File: config.mk
export PLATFORM = sky130hd
export DESIGN_NAME = mb_rx
export DESIGN_NICKNAME = d
export VERILOG_FILES = /design/src/rtl/mb_rx.sv
export SDC_FILE = /design/constraint.sdc
export NUM_CORES = 2
export LEC_CHECK = 0
export BUFFER_PORTS_ARGS = -buffer_cell sky130_fd_sc_hd__buf_2
export CAP_MARGIN = 20
export CORE_MARGIN = 2
export CORE_UTILIZATION = 45
export DETAILED_ROUTE_END_ITERATION = 16
export SETUP_SLACK_MARGIN = 0.2
export SYNTH_ARGS = -nofsm -noshare
export SYNTH_HDL_FRONTEND = slang
export SYNTH_SLANG_ARGS = --single-unit
export TNS_END_PERCENT = 100
File: constraint.sdc
create_clock -name clk -period 50.7 [get_ports clk]
set_clock_uncertainty 0.05 [all_clocks]
set_input_delay 10.14 -clock clk [delete_from_list [all_inputs] [get_ports clk]]
set_output_delay 10.14 -clock clk [all_outputs]
set_load 0.02 [all_outputs]
File: src/rtl/mb_rx.sv
// mb_rx: mainband receive logical PHY for a 16-lane die-to-die link.
//
// The block collects 8-UI bursts framed by valid_iPin. Each burst delivers 16 bytes,
// one byte per lane, LSB first. Four good bursts make one 64-byte flit. A finished
// flit goes into a small FIFO. The FIFO is drained one flit per cycle onto data_o,
// and valid_o is asserted for that cycle. There is no backpressure.
//
// Ports:
//   clk               sole clock; every rising edge samples one UI
//   reset             asynchronous, active-high reset
//   valid_iPin        mainband valid lane (1,1,1,1,0,0,0,0 over a burst)
//   periph_clkPins_i  forwarded clock pair, accepted and ignored
//   dataPins_i        16 data lanes, bit l is lane l
//   valid_o           one-cycle strobe, data_o holds a new flit
//   data_o            received flit, element i is flit byte i
module mb_rx #(
  parameter int flit_buffer_size = 4
) (
  input  logic        clk,
  input  logic        reset,
  input  logic        valid_iPin,
  input  logic [1:0]  periph_clkPins_i,
  input  logic [15:0] dataPins_i,
  output logic        valid_o,
  output logic [7:0]  data_o [63:0]
);

  localparam int AW = $clog2(flit_buffer_size);
  localparam logic [AW:0] PTR_ONE = {{AW{1'b0}}, 1'b1};

  // ST_WAIT_LOW: valid stayed high into UI 4..7. The framer must see valid low
  // before it accepts a new burst start.
  typedef enum logic [1:0] {
    ST_IDLE     = 2'd0,
    ST_BURST    = 2'd1,
    ST_WAIT_LOW = 2'd2
  } state_e;

  state_e       state_q;
  logic [2:0]   ui_q;
  logic [1:0]   chunk_q;
  logic [511:0] asm_q;
  logic [511:0] asm_d;
  logic [511:0] mem_q [flit_buffer_size];
  logic [AW:0]  wr_ptr_q;
  logic [AW:0]  rd_ptr_q;

  logic frame_err_s;
  logic sample_s;
  logic push_s;
  logic empty_s;
  logic full_s;
  logic unused_pins_s;

  // The forwarded clocks carry no information this block needs.
  assign unused_pins_s = ^periph_clkPins_i;

  // Framing check, sample enable and flit-complete detection.
  always_comb begin
    frame_err_s = 1'b0;
    if (state_q == ST_BURST) begin
      if (ui_q <= 3'd3) begin
        frame_err_s = ~valid_iPin;
      end else begin
        frame_err_s = valid_iPin;
      end
    end else begin
      frame_err_s = 1'b0;
    end
    sample_s = ((state_q == ST_IDLE) && valid_iPin) ||
               ((state_q == ST_BURST) && !frame_err_s);
    push_s   = (state_q == ST_BURST) && !frame_err_s &&
               (ui_q == 3'd7) && (chunk_q == 2'd3);
  end

  // Merge this UI's lane bits into the assembly register. The bit index is
  // {chunk, lane, ui}, which equals (16*chunk + lane)*8 + ui.
  always_comb begin
    asm_d = asm_q;
    if (sample_s) begin
      for (int l = 0; l < 16; l++) begin
        asm_d[{chunk_q, 4'(l), ui_q}] = dataPins_i[l];
      end
    end else begin
      asm_d = asm_q;
    end
  end

  // Burst framer FSM: UI and chunk counters and flit assembly.
  // In ST_IDLE ui_q is 0, so the edge that starts a burst samples UI 0.
  always_ff @(posedge clk or posedge reset) begin
    if (reset) begin
      state_q <= ST_IDLE;
      ui_q    <= 3'd0;
      chunk_q <= 2'd0;
      asm_q   <= '0;
    end else begin
      asm_q <= asm_d;
      case (state_q)
        ST_IDLE: begin
          if (valid_iPin) begin
            state_q <= ST_BURST;
            ui_q    <= 3'd1;
          end
        end
        ST_BURST: begin
          if (frame_err_s) begin
            // Stale bytes left in asm_q are overwritten before the next push.
            ui_q    <= 3'd0;
            chunk_q <= 2'd0;
            state_q <= valid_iPin ? ST_WAIT_LOW : ST_IDLE;
          end else if (ui_q == 3'd7) begin
            ui_q    <= 3'd0;
            chunk_q <= chunk_q + 2'd1;
            state_q <= ST_IDLE;
          end else begin
            ui_q <= ui_q + 3'd1;
          end
        end
        ST_WAIT_LOW: begin
          if (!valid_iPin) begin
            state_q <= ST_IDLE;
          end
        end
        default: begin
          state_q <= ST_IDLE;
          ui_q    <= 3'd0;
          chunk_q <= 2'd0;
        end
      endcase
    end
  end

  assign empty_s = (wr_ptr_q == rd_ptr_q);
  assign full_s  = (wr_ptr_q[AW] != rd_ptr_q[AW]) &&
                   (wr_ptr_q[AW-1:0] == rd_ptr_q[AW-1:0]);

  // FIFO storage. When the FIFO is full, the incoming flit is dropped.
  always_ff @(posedge clk) begin
    if (push_s && !full_s) begin
      mem_q[wr_ptr_q[AW-1:0]] <= asm_d;
    end
  end

  // FIFO pointers and output register. The head is popped on every edge where
  // the FIFO is non-empty.
  always_ff @(posedge clk or posedge reset) begin
    if (reset) begin
      wr_ptr_q <= '0;
      rd_ptr_q <= '0;
      valid_o  <= 1'b0;
      for (int i = 0; i < 64; i++) begin
        data_o[i] <= 8'h00;
      end
    end else begin
      if (push_s && !full_s) begin
        wr_ptr_q <= wr_ptr_q + PTR_ONE;
      end
      if (!empty_s) begin
        valid_o <= 1'b1;
        for (int i = 0; i < 64; i++) begin
          data_o[i] <= mem_q[rd_ptr_q[AW-1:0]][i*8 +: 8];
        end
        rd_ptr_q <= rd_ptr_q + PTR_ONE;
      end else begin
        valid_o <= 1'b0;
      end
    end
  end

endmodule

# Yosys cells after proc, flatten, opt, wreduce, memory -nomap -nowiden
# Memory sizes are Yosys's and may differ from the RTL's. A register that Yosys moved wholly into a read port is not among the register bits.
# Cells that the tools add are included.
word_totals:
  inputBits: 21
  word_cells: 156
  memories: 1
  ram_bits: 2048
  regBits: 526
mem_list:
  columns: ["memory", "depth", "word_bits", "read_ports", "rd_clocked_by_memory_dff", "wr", "line", "source"]
  rows:
  - ["mem_q", 4, 512, 1, 1, 1, "44", "logic [511:0] mem_q [flit_buffer_size];"]
classes:
  bitwise: 3
  reduce_logical: 31
  add_sub_neg: 4
  n_eq_ne: 10
  n_mux: 67
  n_lt_le_gt_ge: 33
op_table:
  columns: ["op", "count"]
  rows:
  - ["bitwise mux 512 bit", 16]
  - ["two-way mux 512 bit", 1]
  - ["< comparator 9 x 10 -> 1 bit (second input constant)", 16]
  - ["greater-or-equal comparator 9 x 1 -> 1 bit (second input constant)", 16]
  - ["demux 1 bit (select 5 bit)", 16]
  - ["logical AND 1 bit", 22]
  - ["two-way mux 1 bit", 21]
  - ["two-way mux 2 bit", 7]
  - ["adder 3 x 1 -> 3 bit (second input constant)", 3]
  - ["two-way mux 3 bit", 3]
  - ["one-hot mux 3 bit (3 select lines)", 1]
  - ["one-hot mux 2 bit (3 select lines)", 1]
  - ["equality test 2 bit (second input constant)", 2]
  - ["!= test 2 bit (second input constant)", 2]
  - ["one-hot mux 2 bit (2 select lines)", 1]
  - ["AND reduction 2 bit", 2]
  - ["equality test 3 bit", 1]
  - ["equality test 3 bit (second input constant)", 1]
  - ["<= comparator 3 x 2 -> 1 bit (second input constant)", 1]
  - ["logical NOT 1 bit", 3]
  - ["!= test 3 x 2 -> 1 bit (second input constant)", 1]
  - ["inverter 1 bit", 3]
  - ["AND reduction 3 bit", 1]
  - ["adder 2 x 1 -> 2 bit (second input constant)", 1]
  - ["other kinds (6)", 6]

# Logic depth before layout (Yosys ltp)
depth:
  word_depth: 21
  ltp_mapped: 9
  mapped_depth_nobuf: 6

# Worst setup path after synthesis
# No wires, ideal clock.
synth_timing:
  path_kind: "input -> register"
  from: "in valid_iPin"
  to: "mem mem_q[0][0], enable pin"
  required_time_ns: 49.704
  arrival_time_ns: 22.695
  path_slack_ns: 27.009
  stages: 5
  cell_sequence: "buf_2 -> or2_2 -> o221ai_1 -> and3_1 -> and2_1"
synth_via:
  elab_chain_cells: 10
synth_lines:
  columns: ["item", "line", "source"]
  rows:
  - ["start: declaration", "21", "input logic valid_iPin,"]
  - ["inverter 1 bit", "63", "frame_err_s = ~valid_iPin;"]
  - ["two-way mux 1 bit *", "62", "if (ui_q <= 3'd3) begin"]
  - ["two-way mux 1 bit *", "61", "if (state_q == ST_BURST) begin"]
  - ["logical NOT 1 bit *", "72", "push_s = (state_q == ST_BURST) && !frame_err_s &&"]
  - ["logical AND 1 bit * (2 in a row)", "72", null]
  - ["logical AND 1 bit *", "73", "(ui_q == 3'd7) && (chunk_q == 2'd3);"]
  - ["logical AND 1 bit *", "140", "if (push_s && !full_s) begin"]
  - ["two-way mux 1 bit *", "140", null]
  - ["two-way mux 1 bit (not written as such) *", "141", "mem_q[wr_ptr_q[AW-1:0]] <= asm_d;"]
  - ["end: declaration", "44", null]
# Mark *: on every way between the ends. The rest lies on a longest branch, timed or not.

# Worst setup path after layout
layout_timing:
  from: "in valid_iPin"
  to: "mem mem_q[1][466], enable pin"
# Same word-level chain as after synthesis.

==> metrics.md <==
| Metric | Value |
|---|---|
| Clock network power share | 32.0% |
| FF+latch count, synth | 3086 |
| Yosys warns | 0 |
| Worst reg2reg startpoint | ui_q[0]$_DFFE_PP0P_ |
| Top sig layer | met5 |
| Status | complete, no violations |
| Slew HR | 25.30% |
| Asr flop ratio synth | 33.64% |
| TritonCTS clock tree | yes |
| Min-delay src | wr_ptr_q[2]$_DFFE_PP0P_ |
| FMAX | 70.03 MHz |
| Drt first pass iters | 5 |
| Cell variety after synth | 47 |
| Worst setup SP type | input port |
| WL met2 | 136500 µm |
| R2R cell count | 9 |
| First-pass GRT wire length | 402300 µm |
| Synthesized area | 113000 µm² |
| Crit-path max cell delay | 0.90 ns |
| Largest net degree at the start of global routing | 133 |
| Metal-1 WL | 115200 µm |
| Net Switching | 2.186 mW |
| Die ar. | 255100 µm² |
| Routed vias | 51.72k |
| Max Transition Viols Final | 0 |
| Area growth syn-to-layout | 15.45% |
| WP data required | 51.18 ns |
| Slew @ Worst Pin | 1.121 ns |
| Gr usage total | 22.17% |
| Fin crit share | 28.17% |
| Leak Pwr | 47.41 nW |
| Row Count | 183 |
| Final Hold Viols | 0 |
| CP Capture Type | flop |
| IO Count | 534 |
| Syn_nets | 5045 |
| CTS buffer count | 332 |
| Max Cap Violations | 0 |
| Clock root cell | clkbuf_16 |
| Post-DR wirelength/cell | 30.21 µm |
| Grt ovf | 0 |
| Vias in the first global route | 53.54k |
| Critical path class | input port to flop |
| Hold Path Sink | wr_ptr_q[2]$_DFFE_PP0P_ |
| Min-Delay Path Class | flop to flop |
| Top delay family on crit path | buffers and inverters |
| H-tree depth | 5 |
| Critical path buffers and inverters | 4 |
| # nets final | 5763 |
| Clock transition at path regs | 0.06 ns |
| Mapped Cells | 5009 |
| Final WL | 281800 µm |
| Internal power | 5.214 mW |
| Layout cells sized above 1 | 43.30% |
| Setup violators final | 0 |
| Initial DRC Count | 4796 |
| Main synth FF type | edfxtp_1 |
| Worst EP arrival | 14.76 ns |
| Worst-path cell chain | buf_2 -> or2_2 -> o221ai_1 -> and3_1 -> and2_4 -> buf_4 -> buf_4 -> buf_4 |
| Hold path cells | 1 |
| Setup TNS | 0 ns |
| Sw Ratio | 29.54% |
| PwrDens | 56.75 nW/µm² |
| Clock sinks | 3086 |
| Post-CTS Resized | 0 |
| Worst path most repeated cell | buf_4 |
| Slowest-stage cell, CP | buf_4 |
| Wire length on met3 | 24000 µm |
| R2R setup slack | 44.66 ns |
| FF-to-FF End | mem_q[1][466]$_DFFE_PP_ |
| Via/cell ratio | 5.546 |
| PortBufs | 531 |
| Die height | 505.0 µm |
| Sequential area share after synthesis | 77.43% |
| Final worst path period need | 14.28 ns |
| RSZ-0062 raised after global routing | false |
| Core Util, Final | 52.35% |
| Sequential power share | 43.9% |
| Worst Path Max Fanout | 62 |
| Post-detail-place hpwl | 156300 µm |
| Post-synth EDFFs | 2048 |
| Worst vdd ir | 0.04683 mV |
| Max Buffers Root-to-Sink | 4 |
| Core Footprint | 249100 µm² |
| Postcts setup bufs | 0 |
| Hold buffer count at CTS | 0 |
| Initial antenna violation count | 37 |
| Die X | 505.0 µm |
| Worst skew pair latency | 0.99 ns |
| Comb pwr share | 24.1% |
| Initial Util | 45.35% |
| Mapped Avg Cell Area | 22.55 µm² |
| Drt drc | 0 |
| GP Congestion | 0.7144 |
| Routed Antenna Nets | 0 |
-- final cells by class --
class	count	area [µm²]
antenna	11	27.53
clock buffer	457	9263
multi-input combinational	1651	24250
sequential	3086	87480
timing repair buffer	647	3821
tap	3330	4167
fill	19720	118700
inverter	9	41.29
clock inverter	136	1371
-- synth_stat cells, drive strengths merged, types with 2 or more instances --
cell	n	share of area (%)
a21oi	2	0.0089
and2	5	0.028
and2b	2	0.013
buf	149	0.72
clkbuf	114	0.38
dfrtp	1038	23
edfxtp	2048	54
ha	15	0.17
inv	9	0.030
mux2	1026	10
mux4	512	10
nand2	9	0.030
nand2b	8	0.044
nand3	4	0.035
nand3b	2	0.013
nand4	16	0.22
nor2	3	0.010
nor2b	6	0.033
nor3	14	0.17
o31ai	2	0.013
xnor2	6	0.060
xor2	4	0.038
-- layer usage --
layer | vias to the layer above | global-route usage [%]
li1 | 21470 | -
met5 | - | 0
met1 | 28240 | 30.38
met2 | 1671 | 35.34
met4 | 2 | 5.543
met3 | 338 | 6.075
-- flip-flops by register name, indices dropped and copies added, names as in the netlist --
name	cells
ui_q	3
rd_ptr_q	3
state_q	2
mem_q	2048
asm_q	512
valid_o	1
data_o	512
wr_ptr_q	3
chunk_q	2
-- through the flow --
step | instance area [µm²] | power (mW) | hold WS, ns | worst slack, ns | instances
after floorplan | 113000 | 4.455 | 0.4104 | 11.30 | 5009
after global placement | 119600 | 5.093 | 0.4332 | 35.39 | 8716
after detailed placement | 119700 | 5.131 | 0.4383 | 35.38 | 8721
after CTS | 130300 | 7.497 | 0.4468 | 36.38 | 9314
after global routing | 130400 | 7.709 | 0.4636 | 36.20 | 9317
final | 130400 | 7.401 | 0.4411 | 36.42 | 9327
-- kinds of logic after synthesis --
logic type               after synthesis  synth area share, %
XOR/XNOR                              10              0.09747
adder cells (fa/ha/maj)               15               0.1661
multiplexers                        1538                20.43
flip-flops                          3086                77.43
AND/OR/NAND/NOR                       74               0.6479
buffers and inverters                272                1.131
AO/OA/AOI/OAI                         14              0.09304
-- power groups by stage --
stage | Sequential [mW] | Combinational [mW] | Clock (mW)
after floorplan | 3.46 | 0.999 | 0
after global placement | 3.30 | 1.79 | 0
after detailed placement | 3.31 | 1.82 | 0
after CTS | 3.26 | 1.82 | 2.41
after global routing | 3.28 | 1.91 | 2.51
final | 3.25 | 1.78 | 2.36
-- cells in the final DEF, fill, tap and decap left out, types with 3 or more instances in the layout --
master and n:
mux2_2 910, bufinv_16 25, buf_4 112, inv_1 8, nor2_1 3, buf_2 517, clkinv_1 29, clkinv_2 58
clkbuf_16 336, buf_12 12, inv_6 8, nand3_2 3, nand4_4 10, nand2b_1 8, nand4_1 6, dfrtp_1 1036
xor2_1 3, buf_16 5, clkinv_4 5, nor3_4 12, nor2b_1 6, diode_2 11, ha_1 15, mux4_2 512
clkbuf_1 81, nand2_1 9, mux2_1 116, clkbuf_8 40, clkinvlp_4 8, and2_4 3, xnor2_1 4, edfxtp_1 2048
-- worst max-delay path by stage --
| stage | endpoint | slack, ns | startpoint | depth (start not counted) |
|---|---|---|---|---|
| final | mem_q[1][466]$_DFFE_PP_ | 36.42 | valid_iPin | 8 |
| after global routing | mem_q[1][46]$_DFFE_PP_ | 36.20 | valid_iPin | 8 |
| after CTS | mem_q[1][245]$_DFFE_PP_ | 36.38 | valid_iPin | 8 |
| after detailed placement | mem_q[1][245]$_DFFE_PP_ | 35.38 | valid_iPin | 8 |
| after global placement | mem_q[1][46]$_DFFE_PP_ | 35.39 | valid_iPin | 8 |
| after floorplan | asm_q[0]$_DFF_PP0_ | 11.30 | reset | 1 |
(Power assumes the default switching activity.)
